$ cat src/rtl/com_emit_seq.sv
`default_nettype none
// +----------------------------------------------------------------------------+
// | com_emit_seq : walks com_rom for one code template and streams ARM words.  |
// | Rev 1.0                                                                    |
// +----------------------------------------------------------------------------+
module com_emit_seq #(
  parameter int ROM_AW = 7,
  parameter int LEN_W  = 4,
  parameter int PC_W   = 16
) (
  input  logic              clk,
  input  logic              rst,
  input  logic              req_valid,
  output logic              req_ready,
  input  logic [ROM_AW-1:0] req_base,
  input  logic [LEN_W-1:0]  req_len,
  input  logic              req_patch_en,
  input  logic [LEN_W-1:0]  req_patch_idx,
  input  logic [23:0]       req_imm,
  output logic [ROM_AW-1:0] rom_addr,
  input  logic [31:0]       rom_data,
  output logic              out_valid,
  input  logic              out_ready,
  output logic [31:0]       out_word,
  output logic              out_last,
  output logic [PC_W-1:0]   out_pc,
  output logic              done,
  output logic              err
);

  localparam logic [31:0] C_UNPOP = 32'hFFFF_FFFF;

  typedef enum logic [0:0] {
    S_IDLE = 1'b0,
    S_EMIT = 1'b1
  } state_t;

  state_t            r_state;
  logic              r_alive;
  logic [ROM_AW-1:0] r_base;
  logic [LEN_W-1:0]  r_len;
  logic              r_patch_en;
  logic [LEN_W-1:0]  r_patch_idx;
  logic [23:0]       r_imm;
  logic [LEN_W-1:0]  r_idx;

  logic              w_accept;
  logic              w_load;
  logic              w_hs;
  logic              w_unpop;
  logic              w_final;
  logic              w_patch;
  logic [31:0]       w_word;

  // r_alive keeps req_ready low while reset is held and until the first clock after it.
  assign req_ready = r_alive && (r_state == S_IDLE) && !out_valid;
  assign w_accept  = req_valid && req_ready;
  assign w_hs      = out_valid && out_ready;
  assign w_load    = (r_state == S_EMIT) && (!out_valid || out_ready);
  assign rom_addr  = r_base + ROM_AW'(r_idx);
  assign w_unpop   = (rom_data == C_UNPOP);
  assign w_final   = (r_idx == (r_len - LEN_W'(1)));
  assign w_patch   = r_patch_en && (r_idx == r_patch_idx);
  assign w_word    = w_patch ? {rom_data[31:24], r_imm} : rom_data;

  always_ff @(posedge clk or posedge rst) begin
    if (rst) begin
      r_state     <= S_IDLE;
      r_alive     <= 1'b0;
      r_base      <= '0;
      r_len       <= '0;
      r_patch_en  <= 1'b0;
      r_patch_idx <= '0;
      r_imm       <= '0;
      r_idx       <= '0;
      out_valid   <= 1'b0;
      out_word    <= '0;
      out_last    <= 1'b0;
      out_pc      <= '0;
      done        <= 1'b0;
      err         <= 1'b0;
    end else begin
      r_alive <= 1'b1;
      done    <= w_hs && out_last;
      err     <= 1'b0;

      if (w_hs) begin
        out_valid <= 1'b0;
        out_pc    <= out_pc + 1'b1;
      end

      case (r_state)
        S_IDLE: begin
          if (w_accept) begin
            r_base      <= req_base;
            r_len       <= req_len;
            r_patch_en  <= req_patch_en;
            r_patch_idx <= req_patch_idx;
            r_imm       <= req_imm;
            r_idx       <= '0;
            out_valid   <= 1'b0;
            if (req_len == '0) begin
              done <= 1'b1;
            end else begin
              r_state <= S_EMIT;
            end
          end
        end
        S_EMIT: begin
          if (w_load) begin
            // An unpopulated fetch drops the rest of the template; a held word still drains.
            if (w_unpop) begin
              err     <= 1'b1;
              r_state <= S_IDLE;
            end else begin
              out_valid <= 1'b1;
              out_word  <= w_word;
              out_last  <= w_final;
              r_idx     <= r_idx + 1'b1;
              if (w_final) begin
                r_state <= S_IDLE;
              end
            end
          end
        end
        default: r_state <= S_IDLE;
      endcase
    end
  end

endmodule
`default_nettype wire

$ cat config.mk
export PLATFORM = sky130hd
export DESIGN_NAME = com_emit_seq
export DESIGN_NICKNAME = d
export VERILOG_FILES = /design/src/rtl/com_emit_seq.sv
export SDC_FILE = /design/constraint.sdc
export NUM_CORES = 1
export LEC_CHECK = 0
export ABC_AREA = 0
export ABC_CLOCK_PERIOD_IN_PS = 3000
export CAP_MARGIN = 15
export CORE_AREA = 5 5 109 111
export CTS_CLUSTER_SIZE = 8
export DETAILED_ROUTE_END_ITERATION = 8
export DIE_AREA = 0 0 114 116
export PLACE_DENSITY = 0.81
export SYNTH_ARGS = -nofsm -noshare
export SYNTH_HDL_FRONTEND = slang
export SYNTH_SLANG_ARGS = --single-unit
$ cat constraint.sdc
create_clock -name clk -period 3 [get_ports clk]
set_clock_uncertainty 0.1 [all_clocks]
set_input_delay 0.3 -clock clk [delete_from_list [all_inputs] [get_ports clk]]
set_output_delay 0.3 -clock clk [all_outputs]
set_load 0.02 [all_outputs]
==> reports/results.txt <==
Fill cells -> 948
Crit path max-delay family -> adder cells
Setup Fix Bufs, Post-CTS -> 0
GRT Total Usage -> 17.7%
WP data required -> 2.60 ns
Starting Density -> 41.4%
Startpoint Class -> flip-flop
Syn Std Cell Area -> 4430 µm²
I/O pin cnt -> 136
Overflow after GRT -> 0
CP max stage delay -> 0.42 ns
First-pass GRT wire length -> 18.5 mm
CP Class -> flip-flop to output port
Synth-to-Final Area Change -> 38.4%
Leakage -> 0.00274 µW
WP buf/inv -> 1
Arrival time worst endpoint -> 2.39 ns
Outcome -> finished, final reports clean
RSZ-0062 raised after global routing -> false
Top cells by area, synth -> dfrtp_1 (55%), nand2_1 (11%), mux2i_1 (6.3%)
TritonRoute pass-1 iters -> 4
Max stage delay cell, worst path -> fa_1
Htree depth -> 3
DR vias/cell -> 4.90
Primary FF master, synth -> dfrtp_1
Synth cell types -> 32
Number of global-route vias before repair -> 3775
Maximum root-to-sink buffer count -> 2
Syn_nets -> 516
DRT Wirelength -> 11.3 mm
Setup TNS -> 0 ns
Final hold vios -> 0
Post-Syn Instances -> 432
Maximum number of pins on one net before global-route repair -> 54
Number of I/O port buffers -> 135
Die W -> 114 µm
Pins Over Slew Limit -> 0
Worst setup EP type -> output port
Yosys reg bits -> 98
R2R depth -> 6
DRT antenna net count -> 0
Num CTS Buffers -> 9
Die Height -> 116 µm
Final setup viols -> 0
Area of the core -> 10700 µm²
Area leader, netlist -> dfrtp_1
Share of cells above drive strength 1 -> 9.60%
Worst-margin pin slew -> 1.00 ns
PwrDens -> 814 nW/µm²
Fmax -> 358 MHz
VDD IR max -> 0.410 mV
Utilization after layout -> 57.3%
Design area -> 6130 µm²
Final worst path period need -> 2.79 ns
DR DRC count -> 0
Gp weighted congestion -> 0.812
Worst-Skew Late Latency -> 0.35 ns
Clock-pin transition on the worst setup and hold timing paths -> 0.09 ns
Maximum fanout along the worst path -> 2
R2R Path Start -> out_valid
CP Cell Sequence -> ha_1 -> fa_1 -> a21o_1 -> a21oi_1 -> nor2_1 -> xor2_1 -> dlygate4sd2_1
Synth warnings -> 0
HP Class -> primary input to asynchronous set/reset pin
Worst path depth -> 7
Post-DP Area -> 5990 µm²
Max-slew headroom -> 32.9%
Wire length per cell -> 15.9 µm
Top cell type's share of synthesized area -> 55.3%
# diodes -> 0
FFs w/ async S/R, synth -> 100%
Rows -> 38
CTS Root Buffer Type -> clkbuf_8
Mean Syn Cell Area -> 10.3 µm²
Die area -> 13200 µm²
Fin nets -> 655
Final period utilization -> 93.0%
Hold buffers post-CTS -> 0
Antenna violations before repair -> 0
Clk sink count -> 98
1st-iter DRT viols -> 149
Post-synthesis sequential area ratio -> 55.3%
HPWL Detailed -> 8.58 mm
Post-synth EDFFs -> 0
Routed vias -> 3491
CTS tree -> yes
Crit. Startpoint -> r_idx[0]
Max Cap Violations -> 0
[routing by layer]
metal | track usage [%] | up-vias | routed length (µm)
met1 | 22.0 | 1679 | 4770
met2 | 29.9 | 105 | 5610
met3 | 4.49 | 18 | 756
met5 | 0 | - | 0
met4 | 6.49 | 0 | 204
li1 | - | 1689 | -
[worst register-to-register path: stages (launching register included)]
cell and delay (ns):
dfrtp_1 0.44, nand2b_1 0.14, nand2_1 0.13, a21oi_4 0.78, buf_12 0.30, nand4_1 0.15, mux2i_1 0.15
[cell families after synthesis]
group                      share of synthesized area [%]
xor gates and xnor gates                            5.34
DFF                                                 55.3
muxes                                               8.61
buffers and inverters                               2.63
and+or+nand+nor                                     18.3
AOI/OAI and AO/OA                                   7.28
other                                             0.0846
adders and majority gates                           2.43
[per-stage QoR]
step	power, µW	setup WS [ns]	hold WS [ns]	cells
floorplan	3400	0.0379	0.305	432
global placement	4280	0.327	0.358	700
detailed placement	4370	0.225	0.363	700
CTS	5060	0.0208	0.316	713
global route	5340	0.109	0.347	713
finish	4990	0.210	0.299	713
[cell usage in the layout (no fill, tap or decap), types with 2 or more instances in the layout]
master	synthesis	routed
a21o_1	2	2
o21ai_0	6	6
clkdlybuf4s50_1	0	132
inv_1	9	8
xnor2_1	15	15
a21oi_1	7	6
xor2_1	12	12
nand2b_1	3	3
mux2_2	9	9
buf_4	0	8
and3_1	5	5
dfrtp_1	98	97
dlygate4sd2_1	0	2
clkbuf_8	0	9
nor2_1	29	29
ha_1	7	7
buf_12	0	2
a21oi_2	20	20
clkbuf_1	12	3
mux2i_1	28	28
nand2_1	131	131
nand4_1	12	12
nand3_1	6	6
nor3_1	2	2
nor4_1	3	3
[layout make-up]
| class | instances | area [µm²] | share of cell area [%] |
|---|---|---|---|
| multi-input cells | 308 | 1880 | 30.6 |
| well taps | 140 | 175 | 2.86 |
| repair buffers | 145 | 1450 | 23.7 |
| clock buffers | 12 | 135 | 2.20 |
| inverters | 9 | 36.3 | 0.592 |
| flip-flops and latches | 98 | 2450 | 40.0 |
| clock inverters | 1 | 5.00 | 0.0816 |
[timing repair]
action / in CTS / in global routing
gates resized for setup: 3 / 1
endpoints found under the hold margin: 0 / 0
setup endpoints to repair: 3 / 1
gates cloned: 0 / 0
[final timing paths]
check | to | slack [ns]
min in group clk | r_imm[12] | 0.37
worst min-delay path | out_pc[7] | 0.30
worst max register to register | r_idx[3] | 0.70
worst min register to register | r_imm[14] | 0.38
worst max-delay path | rom_addr[6] | 0.21
max in group asynchronous | out_word[12] | 1.81
[synthesized netlist by cell type, types with 7 or more instances]
| cell type | number |
|---|---|
| a21oi_1 | 7 |
| a21oi_2 | 20 |
| clkbuf_1 | 12 |
| dfrtp_1 | 98 |
| ha_1 | 7 |
| inv_1 | 9 |
| mux2_2 | 9 |
| mux2i_1 | 28 |
| nand2_1 | 131 |
| nand4_1 | 12 |
| nor2_1 | 29 |
| xnor2_1 | 15 |
| xor2_1 | 12 |
[flip-flops by register name, summed over array words and instances, names as in the netlist, 4 cells and up]
signal / cells
r_imm: 24
out_pc: 16
out_word: 32
r_idx: 4
r_patch_idx: 4
r_len: 4
r_base: 7
[where the power goes]
part | total, µW | internal, µW | leakage [µW] | switching, µW
Combinational | 2170 | 1060 | 0.00147 | 1110
Clock | 691 | 288 | 0.0000722 | 402
Sequential | 2130 | 1780 | 0.00120 | 354
Power figures use the tool's default switching activity.
